File: src/rtl/adc_avg_pkg.sv
`default_nettype none
// ============================================================================
// Module : adc_avg_pkg
// Brief  : FSM state encoding, accumulator sizing and window-exponent clamp
// Rev    : 1.0  initial release
// ============================================================================
package adc_avg_pkg;

    typedef logic [1:0] state_t;

    localparam state_t c_st_idle   = 2'd0;
    localparam state_t c_st_settle = 2'd1;
    localparam state_t c_st_accum  = 2'd2;
    localparam state_t c_st_output = 2'd3;

    // Accumulator width for the default 12-bit samples and 1024-sample window
    localparam int c_acc_width = 12 + 10;

    function automatic int acc_width(input int adc_width, input int log2_max_samps);
        return adc_width + log2_max_samps;
    endfunction

    function automatic logic [3:0] clamp_log2(input logic [3:0] log2_req,
                                              input logic [3:0] log2_max);
        return (log2_req > log2_max) ? log2_max : log2_req;
    endfunction

endpackage
`default_nettype wire

File: src/rtl/adc_ch_accum.sv
`default_nettype none
// ============================================================================
// Module : adc_ch_accum
// Brief  : Single-channel sample accumulator with floor-divide-by-2^L output
// Rev    : 1.0  initial release
// ============================================================================
module adc_ch_accum #(
    parameter int ADC_WIDTH      = 12,
    parameter int LOG2_MAX_SAMPS = 10
) (
    input  logic                 clk,
    input  logic                 rst_n,
    input  logic                 i_clear,
    input  logic                 i_enable,
    input  logic                 i_signed,
    input  logic [ADC_WIDTH-1:0] i_sample,
    input  logic [3:0]           i_shift,
    output logic [ADC_WIDTH-1:0] o_average
);
    import adc_avg_pkg::*;

    localparam int c_acc_w = acc_width(ADC_WIDTH, LOG2_MAX_SAMPS);

    logic [c_acc_w-1:0]        r_acc;
    logic [c_acc_w-1:0]        w_sample_ext;
    logic signed [c_acc_w-1:0] w_acc_signed;
    logic                      w_ext_bit;

    assign w_ext_bit    = i_signed & i_sample[ADC_WIDTH-1];
    assign w_sample_ext = {{LOG2_MAX_SAMPS{w_ext_bit}}, i_sample};
    assign w_acc_signed = $signed(r_acc);

    always_ff @(posedge clk or negedge rst_n) begin
        if (!rst_n) begin
            r_acc <= '0;
        end else if (i_clear) begin
            r_acc <= '0;
        end else if (i_enable) begin
            r_acc <= r_acc + w_sample_ext;
        end
    end

    // Both shifts floor the quotient; the signed one keeps negative averages negative.
    always_comb begin
        if (i_signed) begin
            o_average = ADC_WIDTH'(w_acc_signed >>> i_shift);
        end else begin
            o_average = ADC_WIDTH'(r_acc >> i_shift);
        end
    end

endmodule
`default_nettype wire

File: src/rtl/adc_multi_average.sv
`default_nettype none
// ============================================================================
// Module : adc_multi_average
// Brief  : Multi-channel windowed ADC averager with settle delay and run control
// Rev    : 1.0  initial release
// ============================================================================
module adc_multi_average #(
    parameter int NUM_CH         = 2,
    parameter int ADC_WIDTH      = 12,
    parameter int LOG2_MAX_SAMPS = 10,
    parameter int CFG_WIDTH      = 32
) (
    input  logic                          ADC_CLK,
    input  logic                          RST_N,
    input  logic                          START,
    input  logic                          ABORT,
    input  logic                          CONTINUOUS,
    input  logic                          SIGNED_MODE,
    input  logic [3:0]                    LOG2_SAMPS,
    input  logic [CFG_WIDTH-1:0]          TIMER_OFFSET,
    input  logic [NUM_CH*ADC_WIDTH-1:0]   ADC_DATA_IN,
    output logic [NUM_CH*ADC_WIDTH-1:0]   AVE_OUT,
    output logic                          AVE_VALID,
    output logic                          DONE,
    output logic                          BUSY
);
    import adc_avg_pkg::*;

    localparam int                 c_cnt_w     = LOG2_MAX_SAMPS;
    localparam logic [3:0]         c_max_log2  = 4'(LOG2_MAX_SAMPS);
    localparam logic [c_cnt_w-1:0] c_full_mask = '1;
    localparam logic [c_cnt_w-1:0] c_cnt_one   = c_cnt_w'(1);
    localparam logic [CFG_WIDTH-1:0] c_cfg_one = CFG_WIDTH'(1);

    state_t                      r_state;
    logic                        r_busy;
    logic                        r_valid;
    logic                        r_done;
    logic                        r_signed;
    logic [3:0]                  r_log2;
    logic [CFG_WIDTH-1:0]        r_timer;
    logic [CFG_WIDTH-1:0]        r_settle_cnt;
    logic [c_cnt_w-1:0]          r_samp_cnt;
    logic [NUM_CH*ADC_WIDTH-1:0] r_ave_out;

    logic [NUM_CH*ADC_WIDTH-1:0] w_ave_next;
    logic [c_cnt_w-1:0]          w_win_mask;
    logic                        w_win_last;
    logic                        w_clear;
    logic                        w_enable;

    // Low L bits set: the sample counter value on the final capture of the window
    assign w_win_mask = c_full_mask >> (c_max_log2 - r_log2);
    assign w_win_last = (r_samp_cnt == w_win_mask);

    assign w_clear  = ABORT
                    | ((r_state == c_st_idle)   & START)
                    | ((r_state == c_st_output) & CONTINUOUS);
    assign w_enable = (r_state == c_st_accum) & ~ABORT;

    generate
        for (genvar g = 0; g < NUM_CH; g++) begin : g_ch
            adc_ch_accum #(
                .ADC_WIDTH      (ADC_WIDTH),
                .LOG2_MAX_SAMPS (LOG2_MAX_SAMPS)
            ) u_accum (
                .clk       (ADC_CLK),
                .rst_n     (RST_N),
                .i_clear   (w_clear),
                .i_enable  (w_enable),
                .i_signed  (r_signed),
                .i_sample  (ADC_DATA_IN[g*ADC_WIDTH +: ADC_WIDTH]),
                .i_shift   (r_log2),
                .o_average (w_ave_next[g*ADC_WIDTH +: ADC_WIDTH])
            );
        end
    endgenerate

    always_ff @(posedge ADC_CLK or negedge RST_N) begin
        if (!RST_N) begin
            r_state      <= c_st_idle;
            r_busy       <= 1'b0;
            r_valid      <= 1'b0;
            r_done       <= 1'b0;
            r_signed     <= 1'b0;
            r_log2       <= '0;
            r_timer      <= '0;
            r_settle_cnt <= '0;
            r_samp_cnt   <= '0;
            r_ave_out    <= '0;
        end else begin
            r_valid <= 1'b0;
            r_done  <= 1'b0;
            if (ABORT) begin
                r_state      <= c_st_idle;
                r_busy       <= 1'b0;
                r_settle_cnt <= '0;
                r_samp_cnt   <= '0;
            end else begin
                case (r_state)
                    c_st_idle: begin
                        if (START) begin
                            r_log2       <= clamp_log2(LOG2_SAMPS, c_max_log2);
                            r_timer      <= TIMER_OFFSET;
                            r_signed     <= SIGNED_MODE;
                            r_busy       <= 1'b1;
                            r_samp_cnt   <= '0;
                            r_settle_cnt <= TIMER_OFFSET;
                            r_state      <= (TIMER_OFFSET == '0) ? c_st_accum : c_st_settle;
                        end
                    end
                    c_st_settle: begin
                        if (r_settle_cnt <= c_cfg_one) begin
                            r_settle_cnt <= '0;
                            r_state      <= c_st_accum;
                        end else begin
                            r_settle_cnt <= r_settle_cnt - c_cfg_one;
                        end
                    end
                    c_st_accum: begin
                        if (w_win_last) begin
                            r_samp_cnt <= '0;
                            r_state    <= c_st_output;
                        end else begin
                            r_samp_cnt <= r_samp_cnt + c_cnt_one;
                        end
                    end
                    c_st_output: begin
                        r_ave_out <= w_ave_next;
                        r_valid   <= 1'b1;
                        if (CONTINUOUS) begin
                            r_settle_cnt <= r_timer;
                            r_state      <= (r_timer == '0) ? c_st_accum : c_st_settle;
                        end else begin
                            r_done  <= 1'b1;
                            r_busy  <= 1'b0;
                            r_state <= c_st_idle;
                        end
                    end
                    default: begin
                        r_busy  <= 1'b0;
                        r_state <= c_st_idle;
                    end
                endcase
            end
        end
    end

    assign AVE_OUT   = r_ave_out;
    assign AVE_VALID = r_valid;
    assign DONE      = r_done;
    assign BUSY      = r_busy;

endmodule
`default_nettype wire
File: config.mk
export PLATFORM = sky130hd
export DESIGN_NAME = adc_multi_average
export DESIGN_NICKNAME = d
export VERILOG_FILES = /design/src/rtl/adc_avg_pkg.sv /design/src/rtl/adc_ch_accum.sv /design/src/rtl/adc_multi_average.sv
export SDC_FILE = /design/constraint.sdc
export NUM_CORES = 1
export LEC_CHECK = 0
export ABC_AREA = 1
export CAP_MARGIN = 30
export CORE_MARGIN = 2
export CORE_UTILIZATION = 55
export DETAILED_ROUTE_END_ITERATION = 6
export HOLD_SLACK_MARGIN = 0.02
export PLACE_DENSITY = 0.76
export RECOVER_POWER = 100
export SLEW_MARGIN = 20
export SYNTH_ARGS = -nofsm -noshare
export SYNTH_HDL_FRONTEND = slang
export SYNTH_SLANG_ARGS = --single-unit
export TNS_END_PERCENT = 100
File: constraint.sdc
create_clock -name ADC_CLK -period 6.4 [get_ports ADC_CLK]
set_clock_uncertainty 0.1 [all_clocks]
set_input_delay 0.64 -clock ADC_CLK [delete_from_list [all_inputs] [get_ports ADC_CLK]]
set_output_delay 0.64 -clock ADC_CLK [all_outputs]
set_load 0.05 [all_outputs]
==> flow_summary.yaml <==
run_status:
  outcome: "finished, violations left"
  violations: "DRC, capacitance limit, slew limit"
setup_path:
  cp.required_ns: 6.59
  crit_buf_inv: 3
  cpPeakStageDelay_ns: 1.48
  cp-start-kind: "flop"
  cpMostUsedCell: "inv_1"
  crit_path_end_kind: "flop"
  criticalPathCategory: "reg2reg"
  worstPathArrival_ns: 5.10
  cp_top_family: "simple AND/OR/NAND/NOR gates"
  crit_chain: "inv_1 -> nand2_1 -> inv_1 -> a21oi_2 -> nand2_2 -> nor2_1 -> inv_2 -> o211ai_1 -> o21ai_0"
  crit_fanout: 29
  slowest_stage: "nor2_1"
detailed_routing:
  drtIter0Drc: 968
  routedWlPerCell_um: 16.1
  num_vias: 12300
  drtPass1Iterations: 7
  routed_wl_um: 34200
  via_per_inst: 5.76
  antenna_left: 0
  route.detailed.drc: 2
synth:
  ys_seq_elements: 152
  synth_edf_count: 0
  yosysMostFrequentCell: "nand2_1"
  ys_warn_count: 0
  netlist.area_leader.share_pct: 32.3
  synth_top_area_cell: "dfrtp_1"
  synthTopCellsByArea: "dfrtp_1 32%, nand2_1 17%, o21ai_0 8.3%, nor2_1 5.6%, inv_1 5.4%"
  syn_area_per_cell_sq_um: 6.57
  syn_inst: 1791
  synthTopCellsByCount: "532 x nand2_1, 196 x o21ai_0, 174 x nor2_1"
  synth-main-ff-cell: "dfrtp_1"
  yosysUniqueCellTypes: 44
  syn_area_sq_mm: 0.0118
  synth-async-reset-ratio_pct: 100
  synth_nets: 1908
  seq_area_frac_synth_pct: 32.3
clocking:
  cts_setup_buffers: 0
  clock_sinks: 152
  cts_root_buffer: "clkbuf_16"
  cts_htree_levels: 4
  cts_tree: "built"
  clockBufferDepth: 2
  cts_buffers: 17
  postCtsResizedCells: 0
  worstSkewPairLatency_ns: 0.44
  clk_pin_slew_worst_paths_ns: 0.07
  postCtsHoldBufs: 0
floorplanning:
  core_area_sq_mm: 0.0210
  num_rows: 53
  dieHeight_um: 150
  fp.dieW_um: 150
  start_util_pct: 56.0
  fp.dieArea_sq_mm: 0.0226
  pin_count: 93
timing:
  worst_slew_pin_slew_ns: 1.93
  period_needed_ns: 4.91
  rsz0062_at_grt: "false"
  hold_viol_final: 0
  slew_viol_final: 24
  fmax_mhz: 204
  tns_ns: 0
  max_slew_margin_pct: -29.0
  timing.final.crit_share_pct: 76.6
  finalSetupViolCount: 0
finish:
  final_layout_size_suffix_gt1_share_pct: 3.82
  syn2layout_area_growth_pct: 13.7
  n_fill_cell: 1887
  n_antenna_cell: 0
  layout.nets: 1962
power:
  p_per_area_mw_per_mm2: 466
  p_total_w: 0.00623
  ir_drop_uv: 288
  leakagePower_nw: 6.47
global_route:
  grt_max_degree: 97
  gr-total-overflow: 0
  grt_pass1_wl_um: 56100
  track_usage_pct: 31.0
  grt_pass1_vias: 11300
  antenna_found_initial: 1
place:
  io_buffers: 92
  gp_congestion: 0.999
  dpl.hpwl_um: 25100
worst_hold_path:
  hold_class: "reg2reg"
run:
  maxCapViolCount: 1
cell families (layout without fill, tap and decap cells):
family	Yosys count	in the layout	share of synthesized area [%]
xor+xnor	33	33	2.46
mux	11	11	0.936
flops	152	152	32.3
fa+ha+maj	51	51	5.55
buf+inv	249	316	8.49
compound gates	412	412	19.2
simple gates	883	883	31.1
through the flow:
step | utilization [%] | std cells | worst slack (ns) | cell area [sq um] | hold slack [ns]
finish | 63.6 | 2133 | 1.49 | 13400 | 0.399
global route | 63.6 | 2133 | 1.20 | 13400 | 0.406
CTS | 63.8 | 2131 | 2.61 | 13400 | 0.246
detailed placement | 60.9 | 2099 | 2.16 | 12800 | 0.380
global placement | 60.8 | 2098 | 2.24 | 12800 | 0.368
floorplan | - | 1791 | 3.95 | 11800 | 0.244
per-layer routing:
layer	up-vias	wire, um	track usage [%]
met2	464	15600	50.0
met1	5710	15300	43.0
met4	2	1070	11.2
li1	6021	-	-
met3	93	2210	3.85
met5	-	10	0
flip-flops by register name, summed over array words and instances, names as in the netlist:
register / flops
AVE_OUT: 24
AVE_VALID: 1
BUSY: 1
DONE: 1
g_ch.u_accum.r_acc: 44
r_log2: 4
r_samp_cnt: 10
r_settle_cnt: 32
r_signed: 1
r_state: 2
r_timer: 32
where the power goes:
group	internal [W]	leakage [nW]	switching (W)
clock	0.000599	0.291	0.000463
sequential	0.00131	1.98	0.000373
combinational	0.00109	4.20	0.00239
total	0.00300	6.47	0.00323
worst reg2reg max path, cell delays in order (launching register included):
cell	delay, ns
dfrtp_1	0.72
inv_1	0.55
nand2_1	0.33
inv_1	0.12
a21oi_2	0.14
nand2_2	0.19
nor2_1	1.48
inv_2	0.73
o211ai_1	0.29
o21ai_0	0.12
cells in the final DEF, fill, tap and decap left out, drive strengths merged, types with 6 or more instances in the layout:
master / instances
nand2: 539
o21ai: 219
inv: 189
nor2: 180
dfrtp: 152
a21oi: 106
nand3: 101
clkdlybuf4s50: 64
ha: 49
o211ai: 34
dlygate4sd3: 28
xor2: 27
nand4: 26
clkbuf: 22
nor3: 20
o22ai: 19
or2: 11
mux2i: 11
a31oi: 10
o21bai: 9
xnor2: 6
buf: 6
worst paths after layout:
path | to | startpoint | depth (start not counted) | slack [ns]
worst max register to register | g_ch[0].u_accum.r_acc[4] | r_state[0] | 9 | 1.49
max in group asynchronous | r_timer[10] | RST_N | 3 | 3.80
worst min-delay path | r_timer[1] | r_timer[1] | 2 | 0.40
worst min register to register | r_timer[1] | r_timer[1] | 2 | 0.40
worst max-delay path | g_ch[0].u_accum.r_acc[4] | r_state[0] | 9 | 1.49
min in group asynchronous | g_ch[0].u_accum.r_acc[2] | RST_N | 2 | 0.93
layout make-up:
class                      instances  area (sq um)  area share (%)
clock buffer                      19           443            3.31
clock inverter                    13           161            1.21
inverter                         183           689            5.15
tap                              275           344            2.57
timing repair buffer             101           997            7.45
sequential                       152          3800            28.4
multi-input combinational       1390          6940            51.9
Power figures use the tool's default switching activity.
